File: src/rtl/byte_deserializer.sv
`default_nettype none
// ============================================================================
// Module  : byte_deserializer
// Brief   : Serial bit stream to byte assembler feeding a show-ahead FIFO.
// Revision: 1.0
// ============================================================================
package A;
  localparam int WIDTH = 8;
  typedef logic [WIDTH-1:0] byte_t;
endpackage

module byte_deserializer
  import A::*;
#(
  parameter int LSB_FIRST = 1,
  parameter int DEPTH     = 4
) (
  input  logic                       clk,
  input  logic                       rst,
  input  logic                       bit_valid,
  input  logic                       bit_in,
  input  logic                       frame_start,
  output logic                       byte_valid,
  input  logic                       byte_ready,
  output byte_t                      byte_data,
  output logic [$clog2(DEPTH+1)-1:0] level,
  output logic                       overflow,
  output logic                       misalign
);
  localparam int PTR_W = $clog2(DEPTH);
  localparam int LVL_W = $clog2(DEPTH + 1);
  localparam logic [LVL_W-1:0] FULL_LEVEL = LVL_W'(DEPTH);

  typedef enum logic [0:0] {IDLE = 1'b0, SHIFT = 1'b1} state_t;

  state_t             state_q, state_d;
  logic [2:0]         cnt_q, cnt_d;
  byte_t              shreg_q, shreg_d;
  byte_t              mem_q [DEPTH];
  byte_t              mem_d [DEPTH];
  logic [PTR_W-1:0]   wr_ptr_q, wr_ptr_d;
  logic [PTR_W-1:0]   rd_ptr_q, rd_ptr_d;
  logic [LVL_W-1:0]   level_q, level_d;
  logic               overflow_q, overflow_d;
  logic               misalign_q, misalign_d;

  logic               capture;
  logic [2:0]         cap_idx;
  logic [2:0]         bit_pos;
  byte_t              assembled;
  logic               push_req;
  logic               push_ok;
  logic               pop;

  // Bit assembly: frame_start forces the incoming bit to be bit 0 of a new byte.
  always_comb begin
    state_d    = state_q;
    cnt_d      = cnt_q;
    shreg_d    = shreg_q;
    misalign_d = misalign_q;
    push_req   = 1'b0;
    capture    = 1'b0;
    cap_idx    = cnt_q;
    if (bit_valid) begin
      if (frame_start) begin
        capture = 1'b1;
        cap_idx = 3'd0;
        if (state_q == SHIFT && cnt_q != 3'd0) begin
          misalign_d = 1'b1;
        end
      end else if (state_q == SHIFT) begin
        capture = 1'b1;
      end
    end
    bit_pos   = (LSB_FIRST != 0) ? cap_idx : 3'd7 - cap_idx;
    assembled = (cap_idx == 3'd0) ? '0 : shreg_q;
    assembled[bit_pos] = bit_in;
    if (capture) begin
      state_d  = SHIFT;
      cnt_d    = cap_idx + 3'd1;
      shreg_d  = assembled;
      push_req = (cap_idx == 3'd7);
    end
  end

  assign byte_valid = (level_q != '0);
  assign pop        = byte_valid && byte_ready;
  // A full FIFO can still take a byte when the head leaves in the same cycle.
  assign push_ok    = push_req && ((level_q != FULL_LEVEL) || pop);

  always_comb begin
    mem_d      = mem_q;
    wr_ptr_d   = wr_ptr_q;
    rd_ptr_d   = rd_ptr_q;
    level_d    = level_q;
    overflow_d = overflow_q;
    if (push_ok) begin
      mem_d[wr_ptr_q] = assembled;
      wr_ptr_d        = wr_ptr_q + PTR_W'(1);
    end else if (push_req) begin
      overflow_d = 1'b1;
    end
    if (pop) begin
      rd_ptr_d = rd_ptr_q + PTR_W'(1);
    end
    case ({push_ok, pop})
      2'b10:   level_d = level_q + LVL_W'(1);
      2'b01:   level_d = level_q - LVL_W'(1);
      default: level_d = level_q;
    endcase
  end

  always_ff @(posedge clk) begin
    if (rst) begin
      state_q    <= IDLE;
      cnt_q      <= 3'd0;
      shreg_q    <= '0;
      wr_ptr_q   <= '0;
      rd_ptr_q   <= '0;
      level_q    <= '0;
      overflow_q <= 1'b0;
      misalign_q <= 1'b0;
    end else begin
      state_q    <= state_d;
      cnt_q      <= cnt_d;
      shreg_q    <= shreg_d;
      wr_ptr_q   <= wr_ptr_d;
      rd_ptr_q   <= rd_ptr_d;
      level_q    <= level_d;
      overflow_q <= overflow_d;
      misalign_q <= misalign_d;
    end
  end

  // Storage needs no reset: the head is masked to zero whenever the FIFO is empty.
  always_ff @(posedge clk) begin
    mem_q <= mem_d;
  end

  assign byte_data = byte_valid ? mem_q[rd_ptr_q] : '0;
  assign level     = level_q;
  assign overflow  = overflow_q;
  assign misalign  = misalign_q;

endmodule

`default_nettype wire

File: config.mk
export PLATFORM = sky130hd
export DESIGN_NAME = byte_deserializer
export DESIGN_NICKNAME = d
export VERILOG_FILES = /design/src/rtl/byte_deserializer.sv
export SDC_FILE = /design/constraint.sdc
export NUM_CORES = 1
export LEC_CHECK = 0
export ABC_AREA = 1
export CORE_ASPECT_RATIO = 1.4
export CORE_UTILIZATION = 57
export CTS_CLUSTER_DIAMETER = 50
export DETAILED_ROUTE_END_ITERATION = 10
export PLACE_DENSITY = 0.77
export SYNTH_ARGS = -nofsm -noshare
export SYNTH_HDL_FRONTEND = slang
export SYNTH_SLANG_ARGS = --single-unit
File: constraint.sdc
create_clock -name clk -period 3.2 [get_ports clk]
set_clock_uncertainty 0.2 [all_clocks]
set_input_delay 0.48 -clock clk [delete_from_list [all_inputs] [get_ports clk]]
set_output_delay 0.48 -clock clk [all_outputs]
set_load 0.01 [all_outputs]
==> run summary <==
The transition time at the pin with the least slew margin was 0.716 ns; the post-route total power was 1.41 mW. Data arrives at the worst endpoint at 2.12 ns. The die covers 4750 µm².

Number of pins exceeding their max-slew limit in the final report: 0. For the clock latency on the worst-skew pair, the log shows 0.30 ns. The flop and latch count out of synthesis is 53. The slowest stage of the critical path is the sky130_fd_sc_hd__dfxtp_1 cell. The initial core utilization was 59.7%; the maximum achievable frequency was 0.357 GHz. The logs give 0 for the total inserted antenna cells and 52.2% for the relative max-transition margin. For the half-perimeter wire length after detailed placement, the log shows 3.53 mm. The total of endpoints with negative setup slack in the final report came out at 0.

The fraction of layout cells with a size suffix above 1 was 8.23%. The worst setup path is of the reg -> out kind. The mapped netlist covers 2550 µm².

In this run the static leakage power is 1.23 nW. CTS placed an instance of sky130_fd_sc_hd__clkbuf_8 at the clock tree root. Entering global routing, the biggest net connects 20 pins. The count of nets left with antenna violations once routing finished came out at 0. The tools report the setup fix buffers added after clock tree synthesis as 0.

In this run the critical register-to-register path is launched from cnt_q[1]. Walking the worst path, the cells encountered are nor2_1 -> nor2_1 -> o21ai_0 -> a21oi_1 -> clkdlybuf4s50_1. The share of synthesized area occupied by flip-flops and latches is 54.1%, and the die height is 81.2 µm. Peak supply drop: 259 µV. The first global-routing pass estimated 7.89 mm of wire.

In the final design database the tool counted 330 nets. The CTS buffer count is 5, and the CTS H-tree depth is 2. Number of hold violations in the final report: 0.

Most common cell after layout, fill and taps aside: sky130_fd_sc_hd__nor2_1. The final critical path takes up 87.5% of the cycle. For the final design utilization, the log shows 67.8%. The worst hold path was traced through 2 stages. Clock-pin slew was measured on the worst setup and hold paths at 0.10 ns. The most numerous cell type found on the critical path is sky130_fd_sc_hd__nor2_1. Kind of start point of the critical path: a flip-flop. The initialized floorplan defines 28 standard-cell rows.

For this run, the number of Yosys warnings is 0. The min-delay analysis places its worst path in the category reg -> reg. For this run, the slowest stage of the critical path takes 0.79 ns. The deepest clock path buffer count is 2, and the largest fanout on the critical path is 18. The run finished with clean final reports.

The startpoint of the tightest hold check path was overflow. The via total after detailed routing was 1920. For this run, design rule violations remaining after detail routing come to 0. The via count of the first global-routing pass is 1766. Critical path data required time: 2.52 ns.

TritonCTS built the clock tree. The depth of the most critical reg-to-reg path came out at 13. The power per standard cell area was 486 nW/µm²; the final sum of negative setup slack was 0 ns. The unique cell type count in the Yosys netlist was 25; the I/O pin count was 20. Number of I/O port buffers: 19. The number of maximum-capacitance violations is 0, and the net count after synthesis is 305. The logs give 4.85 mm for the total detailed-routing wirelength and 376 for the post-route non-filler standard cell count. Global routing finished with a remaining overflow of 0. The worst setup path is captured at an output pin. After detailed routing, the number of vias per cell comes to 5.11. The average wire per cell in the routed design is 12.9 µm.

The die width was 58.6 µm. The average size of a mapped cell works out to 8.80 µm². In the layout the commonest cells are sky130_fd_sc_hd__nor2_1 (60), sky130_fd_sc_hd__inv_1 (36), sky130_fd_sc_hd__nand2_1 (34), sky130_fd_sc_hd__edfxtp_1 (32), sky130_fd_sc_hd__o21ai_0 (31).

The clock period minus worst slack is 2.80 ns, and the post-cts hold buffer count is 0. Across every metal layer, demand over resource in global routing totals 22.5%. After the first detailed-routing iteration, the DRC count stood at 80. The area added between synthesis and finish works out to 13.6%. The clock net in this run drives a total of 53 sinks. The number of optimization iterations in the first detailed-route pass is 4, and the number of cells produced by synthesis is 290. The congestion estimate from routability-driven global placement came to 0.812. The worst hold path terminates at overflow. The worst register-to-register path ends at level[2]. The area of the core was 4270 µm²; the number of cells upsized or downsized after cts was 0. The number of antenna violations at the first check in global routing was 0.

Setup repair after global routing left no endpoint under its margin. The placed cell count is 368. The reg-to-reg setup timing slack came out at 0.78 ns.
per-layer routing:
| metal | vias to the layer above | track usage, % | part of all wire [%] |
|---|---|---|---|
| met5 | - | 0 | 0 |
| met4 | 0 | 8.57 | 1.9 |
| met3 | 8 | 3.82 | 1.9 |
| met2 | 26 | 42.3 | 53 |
| met1 | 888 | 24.8 | 43 |
| li1 | 998 | - | - |
report_power, final:
part / internal (mW) / switching [mW] / leakage (nW) / total (mW)
Combinational: 0.104 / 0.152 / 0.709 / 0.256
Sequential: 0.746 / 0.0310 / 0.477 / 0.777
Clock: 0.156 / 0.220 / 0.0445 / 0.376
final cells by class:
type	instances	area (µm²)
Clock buffer	5	68.8
Clock inverter	3	21.3
Fill cell	381	1380
Inverter	41	156
Multi-Input combinational cell	186	938
Sequential cell	53	1380
Tap cell	60	75.1
Timing Repair Buffer	28	258
synth_stat cells:
master,n,share of area [%]
sky130_fd_sc_hd__nor2_1,60,8.8
sky130_fd_sc_hd__nand2_1,34,5.0
sky130_fd_sc_hd__fa_1,1,0.78
sky130_fd_sc_hd__buf_6,2,0.88
sky130_fd_sc_hd__inv_4,1,0.25
sky130_fd_sc_hd__a211oi_1,2,0.59
sky130_fd_sc_hd__edfxtp_1,32,38
sky130_fd_sc_hd__nand3_4,1,0.69
sky130_fd_sc_hd__buf_4,2,0.59
sky130_fd_sc_hd__clkbuf_1,1,0.15
sky130_fd_sc_hd__dfxtp_1,21,16
sky130_fd_sc_hd__nand3_1,18,3.5
sky130_fd_sc_hd__clkinv_1,2,0.29
sky130_fd_sc_hd__buf_8,1,0.59
sky130_fd_sc_hd__inv_1,36,5.3
sky130_fd_sc_hd__inv_2,2,0.29
sky130_fd_sc_hd__o21ai_0,31,6.1
sky130_fd_sc_hd__a21oi_1,18,3.5
sky130_fd_sc_hd__nand2_2,1,0.25
sky130_fd_sc_hd__nand2_4,3,1.3
sky130_fd_sc_hd__buf_2,4,0.78
sky130_fd_sc_hd__o21ai_1,2,0.39
sky130_fd_sc_hd__ha_1,8,3.9
sky130_fd_sc_hd__nand4_1,6,1.5
sky130_fd_sc_hd__nand3_2,1,0.39
worst max-delay path, delay by kind of cell (launching register included):
kind | cells | cell delay [ns]
flip-flops | 1 | 0.79
buffers and inverters | 1 | 0.55
AO/OA/AOI/OAI | 2 | 0.25
AND/OR/NAND/NOR | 2 | 0.21
worst max path at each step:
stage                startpoint           end  slack (ns)
floorplan             bit_valid      level[2]        0.67
global placement      bit_valid      level[2]        0.26
detailed placement    bit_valid      level[2]        0.19
CTS                 rd_ptr_q[0]  byte_data[1]        0.39
global route        rd_ptr_q[0]  byte_data[4]        0.24
finish              rd_ptr_q[0]  byte_data[1]        0.40
cell families (layout without fill, tap and decap cells):
family | after synthesis | count (layout) | synth area share [%]
and+or+nand+nor | 124 | 124 | 21.5
adders and majority gates | 9 | 9 | 4.71
DFF | 53 | 53 | 54.1
AOI/OAI and AO/OA | 53 | 53 | 10.6
buffers and inverters | 51 | 77 | 9.12
sequential cells by signal, indices dropped and copies added, names as in the netlist:
register  count
cnt_q         3
level         3
mem_q        32
misalign      1
overflow      1
rd_ptr_q      2
shreg_q       8
state_q       1
wr_ptr_q      2
per-stage QoR:
stage	hold WS, ns	area, µm²	setup WS, ns
after floorplan	0.260	2550	0.666
after global placement	0.249	2810	0.257
after detailed placement	0.264	2810	0.189
after CTS	0.291	2900	0.387
after global routing	0.324	2900	0.242
final	0.281	2900	0.401
(Power assumes the default switching activity.)
